<file path="src/rtl/vpu_lane_issue_ctrl.sv">
// Issue controller for one VPU lane: latches a request, drives the lane, pulses start, returns result + tag.
// Latency: rsp_valid_o rises delay+3 cycles after the accept; op-to-op period is delay+4 cycles.
// Backpressure: req_ready_o only in IDLE; RESP holds until rsp_ready_i. VPU_ISSUE_PERF_CNT_EN adds perf counters.
package vpu_pkg;
    localparam int OPERAND_WIDTH   = 32;
    localparam int SRC_OPERAND_CNT = 2;
    localparam int MAX_DELAY_LG2   = 3;

    typedef struct packed {
        logic fp_div;
        logic fp_mul;
        logic fp_sub;
        logic fp_add;
    } vpu_exec_req_t;
endpackage

module vpu_lane_issue_ctrl
    import vpu_pkg::*;
#(
    parameter int TAG_WIDTH = 4
) (
    input  logic                                         clk,
    input  logic                                         rst_n,
    input  logic                                         req_valid_i,
    output logic                                         req_ready_o,
    input  vpu_exec_req_t                                req_op_func_i,
    input  logic [MAX_DELAY_LG2-1:0]                     req_delay_i,
    input  logic [SRC_OPERAND_CNT-1:0][OPERAND_WIDTH-1:0] req_operand_i,
    input  logic [SRC_OPERAND_CNT-1:0]                   req_operand_valid_i,
    input  logic [TAG_WIDTH-1:0]                         req_tag_i,
    output logic                                         start_o,
    output vpu_exec_req_t                                op_func_o,
    output logic [MAX_DELAY_LG2-1:0]                     delay_o,
    output logic [SRC_OPERAND_CNT-1:0][OPERAND_WIDTH-1:0] operand_o,
    output logic [SRC_OPERAND_CNT-1:0]                   operand_valid_o,
    input  logic [OPERAND_WIDTH-1:0]                     dout_i,
    output logic                                         rsp_valid_o,
    input  logic                                         rsp_ready_i,
    output logic [OPERAND_WIDTH-1:0]                     rsp_data_o,
    output logic [TAG_WIDTH-1:0]                         rsp_tag_o,
    output logic                                         busy_o
`ifdef VPU_ISSUE_PERF_CNT_EN
    ,
    output logic [31:0]                                  op_cnt_o,
    output logic [31:0]                                  busy_cnt_o
`endif
);

    typedef enum logic [1:0] {
        S_IDLE  = 2'd0,
        S_ISSUE = 2'd1,
        S_WAIT  = 2'd2,
        S_RESP  = 2'd3
    } state_t;

    localparam logic [MAX_DELAY_LG2-1:0] CNT_ONE = 1;

    state_t                                        state_q;
    state_t                                        state_d;
    logic                                          lane_en;
    logic                                          accept;
    logic                                          done;
    logic                                          rsp_hs;
    vpu_exec_req_t                                 op_q;
    logic [MAX_DELAY_LG2-1:0]                      delay_q;
    logic [MAX_DELAY_LG2-1:0]                      cnt_q;
    logic [SRC_OPERAND_CNT-1:0][OPERAND_WIDTH-1:0] operand_q;
    logic [SRC_OPERAND_CNT-1:0]                    operand_valid_q;
    logic [TAG_WIDTH-1:0]                          tag_q;
    logic [OPERAND_WIDTH-1:0]                      rsp_data_q;

    assign accept = req_valid_i && req_ready_o;
    assign done   = (state_q == S_WAIT) && (cnt_q == delay_q);
    assign rsp_hs = (state_q == S_RESP) && rsp_ready_i;

    always_ff @(posedge clk or negedge rst_n) begin
        if (!rst_n) begin
            state_q <= S_IDLE;
        end else begin
            state_q <= state_d;
        end
    end

    always_comb begin
        state_d = state_q;
        case (state_q)
            S_IDLE:  if (accept) state_d = S_ISSUE;
            S_ISSUE: state_d = S_WAIT;
            S_WAIT:  if (done) state_d = S_RESP;
            S_RESP:  if (rsp_ready_i) state_d = S_IDLE;
            default: state_d = S_IDLE;
        endcase
    end

    // Ready is gated by rst_n so it stays low for the whole reset assertion.
    always_comb begin
        req_ready_o = 1'b0;
        start_o     = 1'b0;
        rsp_valid_o = 1'b0;
        busy_o      = 1'b1;
        lane_en     = 1'b0;
        case (state_q)
            S_IDLE: begin
                req_ready_o = rst_n;
                busy_o      = 1'b0;
            end
            S_ISSUE: begin
                start_o = 1'b1;
                lane_en = 1'b1;
            end
            S_WAIT:  lane_en = 1'b1;
            S_RESP:  rsp_valid_o = 1'b1;
            default: busy_o = 1'b0;
        endcase
    end

    always_ff @(posedge clk or negedge rst_n) begin
        if (!rst_n) begin
            op_q            <= vpu_exec_req_t'('0);
            delay_q         <= '0;
            cnt_q           <= '0;
            operand_q       <= '0;
            operand_valid_q <= '0;
            tag_q           <= '0;
            rsp_data_q      <= '0;
        end else begin
            if (accept) begin
                op_q            <= req_op_func_i;
                delay_q         <= req_delay_i;
                operand_q       <= req_operand_i;
                operand_valid_q <= req_operand_valid_i;
                tag_q           <= req_tag_i;
            end
            // Equality stop keeps cnt_q from wrapping even at the maximum delay.
            if (state_q == S_ISSUE) begin
                cnt_q <= '0;
            end else if ((state_q == S_WAIT) && !done) begin
                cnt_q <= cnt_q + CNT_ONE;
            end
            if (done) begin
                rsp_data_q <= dout_i;
            end
        end
    end

    // Lane sees zeros whenever it is not computing so the column mux reads 0 when idle.
    assign op_func_o       = lane_en ? op_q : vpu_exec_req_t'('0);
    assign delay_o         = lane_en ? delay_q : '0;
    assign operand_o       = lane_en ? operand_q : '0;
    assign operand_valid_o = lane_en ? operand_valid_q : '0;
    assign rsp_data_o      = rsp_data_q;
    assign rsp_tag_o       = tag_q;

`ifdef VPU_ISSUE_PERF_CNT_EN
    logic [31:0] op_cnt_q;
    logic [31:0] busy_cnt_q;

    always_ff @(posedge clk or negedge rst_n) begin
        if (!rst_n) begin
            op_cnt_q   <= '0;
            busy_cnt_q <= '0;
        end else begin
            if (rsp_hs && (op_cnt_q != 32'hFFFF_FFFF)) begin
                op_cnt_q <= op_cnt_q + 32'd1;
            end
            if (busy_o && (busy_cnt_q != 32'hFFFF_FFFF)) begin
                busy_cnt_q <= busy_cnt_q + 32'd1;
            end
        end
    end

    assign op_cnt_o   = op_cnt_q;
    assign busy_cnt_o = busy_cnt_q;
`else
    logic unused_rsp_hs;
    assign unused_rsp_hs = rsp_hs;
`endif

endmodule

</file>
<file path="config.mk">
export PLATFORM = sky130hd
export DESIGN_NAME = vpu_lane_issue_ctrl
export DESIGN_NICKNAME = d
export VERILOG_FILES = /design/src/rtl/vpu_lane_issue_ctrl.sv
export SDC_FILE = /design/constraint.sdc
export NUM_CORES = 1
export LEC_CHECK = 0
export CAP_MARGIN = 10
export CORE_ASPECT_RATIO = 2
export CORE_MARGIN = 4
export CORE_UTILIZATION = 45
export DETAILED_ROUTE_END_ITERATION = 12
export PLACE_DENSITY_LB_ADDON = 0.2
export SYNTH_ARGS = -nofsm -noshare
export SYNTH_HDL_FRONTEND = slang
export SYNTH_SLANG_ARGS = --single-unit
</file>
<file path="constraint.sdc">
create_clock -name clk -period 4.39 [get_ports clk]
set_input_delay 0.878 -clock clk [delete_from_list [all_inputs] [get_ports clk]]
set_output_delay 0.878 -clock clk [all_outputs]
set_load 0.02 [all_outputs]
</file>
==> metrics.txt <==
dominant combinational cell family by area after synthesis multiplexers; Post-Synth Adder-Cell Area 1.49%; post-synthesis xor/xnor area fraction 0.696%; post-layout net count 693; static power due to leakage 0.00349 uW; worst hold-check path type reg -> reg; post-synthesis instance area 5030 sq um; source-to-sink clock delay at the later pin of the worst-skew pair 400 ps; area of all placed cells without fillers 7950 sq um; number of synthesized flops with an enable pin 0; CORE AREA 10900 sq um; Final Util 72.6%; Netlist cell types 24; min cycle time layout 3620 ps; Post-DRT Antenna Nets 0; Synth area leader sky130_fd_sc_hd__dfrtp_1; worst-margin pin slew 1040 ps; final setup skew 9.21 ps; Peak VDD IR 0.000675 V; initial antenna violation count 0; Num CTS Buffers 17; maximum number of pins on one net before global-route repair 78; total of cells resized after clock tree synthesis 0; Period Utilization, post-route 82.5%; Die Footprint 13000 sq um; FFs w/ async S/R, synth 100%; DIE WIDTH 82.8 um; type of element launching the critical path register; Root Buffer sky130_fd_sc_hd__clkbuf_16; per-cell via count in the routed design 4.82; clock buffer depth 2; routed len/inst 17.9 um; Final Max Tran Viols 0; most area-consuming cells after synthesis sky130_fd_sc_hd__dfrtp_1 57%, sky130_fd_sc_hd__mux2_2 18%, sky130_fd_sc_hd__and2_1 9.1%; post-CTS setup buffer count 0; P&R area growth vs syn 58.0%; power density of the placed cells 889 nW/um^2; net count after synthesis 465; Seq/Total Area, Yosys 56.7%; starting density of the core 46.0%; outcome finished clean; most common library cell in the layout ignoring fill and taps sky130_fd_sc_hd__clkdlybuf4s50_1; Final Hold Slack 492 ps; leading cell types in the layout, fill and taps excluded 224 x sky130_fd_sc_hd__clkdlybuf4s50_1, 114 x sky130_fd_sc_hd__dfrtp_1, 79 x sky130_fd_sc_hd__mux2_2; endpoint required time on the critical path 3510 ps; compound-gate portion of the synthesized area 0.995%; vias after detailed routing 3506; gp weighted congestion 0.735; via count of the first global-routing pass 3918; count of endpoints failing setup in the final report 0; First-pass DRT Iterations 4; Fin Setup TNS 0 ps; Crit Path Class reg -> out; CTS HTree Levels 4; number of core rows 54; count of mapped cells out of synthesis 346; WL final 13.0 mm; average footprint of a synthesized cell 14.5 sq um; DRC marker count from the first detailed-route iteration 100; placed cell areas 7380 sq um; number of port buffers 225; clock transition at the registers of the reported paths 50 ps; Ports 226; Post-route DRC 0; residual overflow from global routing 0; cts hold-fix bufs 0; ratio of cells with drive above 1 in the final layout 25.0%; unrepaired setup endpoints after global routing false; worst path arrival time 2740 ps; final hold violations 0; post-synthesis share of cell area spent on and, or, nand and nor gates 10.2%; flip-flop and latch count after synthesis 114; highest clock frequency the design can meet 276 MHz; multiplexer area fraction after synthesis 27.1%; clock net sink count 114; Tot GR Track Use 20.5%; post-synth top area share 56.7%; die height 158 um; half-perimeter wire length after placement 9.50 mm; fin cells 727; TritonCTS clock tree done; count of max-cap constraint violations 0; antenna cell count 0; first-pass GRT wire length 19.8 mm; Main synth FF type sky130_fd_sc_hd__dfrtp_1; Synthesis Warnings 0; kind of end point of the critical path output port; Relative slew margins 30.6%; FILL cells 786; total placed cells including tap cells 695; maximum fanout encountered on the critical timing path 48
-- worst max-delay path: stages, from the launching register on --
cell	delay (ps)
sky130_fd_sc_hd__dfrtp_1	390
sky130_fd_sc_hd__inv_1	100
sky130_fd_sc_hd__ha_1	780
sky130_fd_sc_hd__buf_12	280
sky130_fd_sc_hd__and2_1	180
sky130_fd_sc_hd__clkdlybuf4s50_1	610
-- cells in the mapped netlist, drive strengths merged, types with 2 or more instances --
library cell / n
buf: 11
nor2: 2
xor2: 4
inv: 5
mux2: 110
nand2: 3
ha: 6
clkbuf: 8
dfrtp: 114
and2: 74
-- final cells by class --
type / instances / area, sq um / area share, %
Sequential cell: 114 / 2850 / 35.9
Tap cell: 140 / 175 / 2.20
Inverter: 5 / 18.8 / 0.236
Timing Repair Buffer: 228 / 2280 / 28.7
Clock buffer: 23 / 468 / 5.89
Multi-Input combinational cell: 208 / 2040 / 25.7
Clock inverter: 9 / 106 / 1.34
-- logic make-up (layout without fill, tap and decap cells) --
kind of cell | count (synthesis) | count (layout)
flip-flops | 114 | 114
multiplexers | 111 | 111
AND/OR/NAND/NOR | 82 | 82
buffers and inverters | 24 | 265
adder cells (fa/ha/maj) | 6 | 6
AO/OA/AOI/OAI | 5 | 5
XOR/XNOR | 4 | 4
-- routing by layer --
metal	global-route usage, %	part of all wire [%]	up-vias
met5	0	0	-
met4	7.79	2.5	0
met3	6.47	7.7	21
met2	37.3	56	145
met1	21.1	33	1720
li1	-	-	1620
-- registers in the layout, indices dropped and copies added, names as in the netlist --
signal,flops
operand_q,64
rsp_data_o,32
op_q,4
rsp_tag_o,4
cnt_q,3
delay_q,3
operand_valid_q,2
state_q,2
-- path summary, 6_finish.rpt --
check                              startpoint             end  slack [ps]  cells after the start
worst max-delay path               state_q[0]      delay_o[2]         770                      5
worst min-delay path            operand_q[53]   operand_q[53]         490                      1
worst max register to register     state_q[0]   operand_q[29]        2150                      5
worst min register to register  operand_q[53]   operand_q[53]         490                      1
max in group asynchronous               rst_n  rsp_data_o[15]        2510                      3
min in group asynchronous               rst_n   operand_q[36]         650                      2
-- metrics by stage --
step           setup slack [ps]  total power [uW]
2_1_floorplan              2090              4010
3_3_place_gp               1210              5710
3_5_place_dp               1150              5800
4_1_cts                     742              7160
5_1_grt                     584              7460
6_report                    769              7070
-- report_power, final --
group	internal [uW]	leakage [uW]	switching (uW)
Clock	862	0.000273	453
Sequential	1590	0.00136	276
Combinational	2080	0.00186	1810
Total	4530	0.00349	2530
No activity file was read; power rests on OpenSTA's default activity.
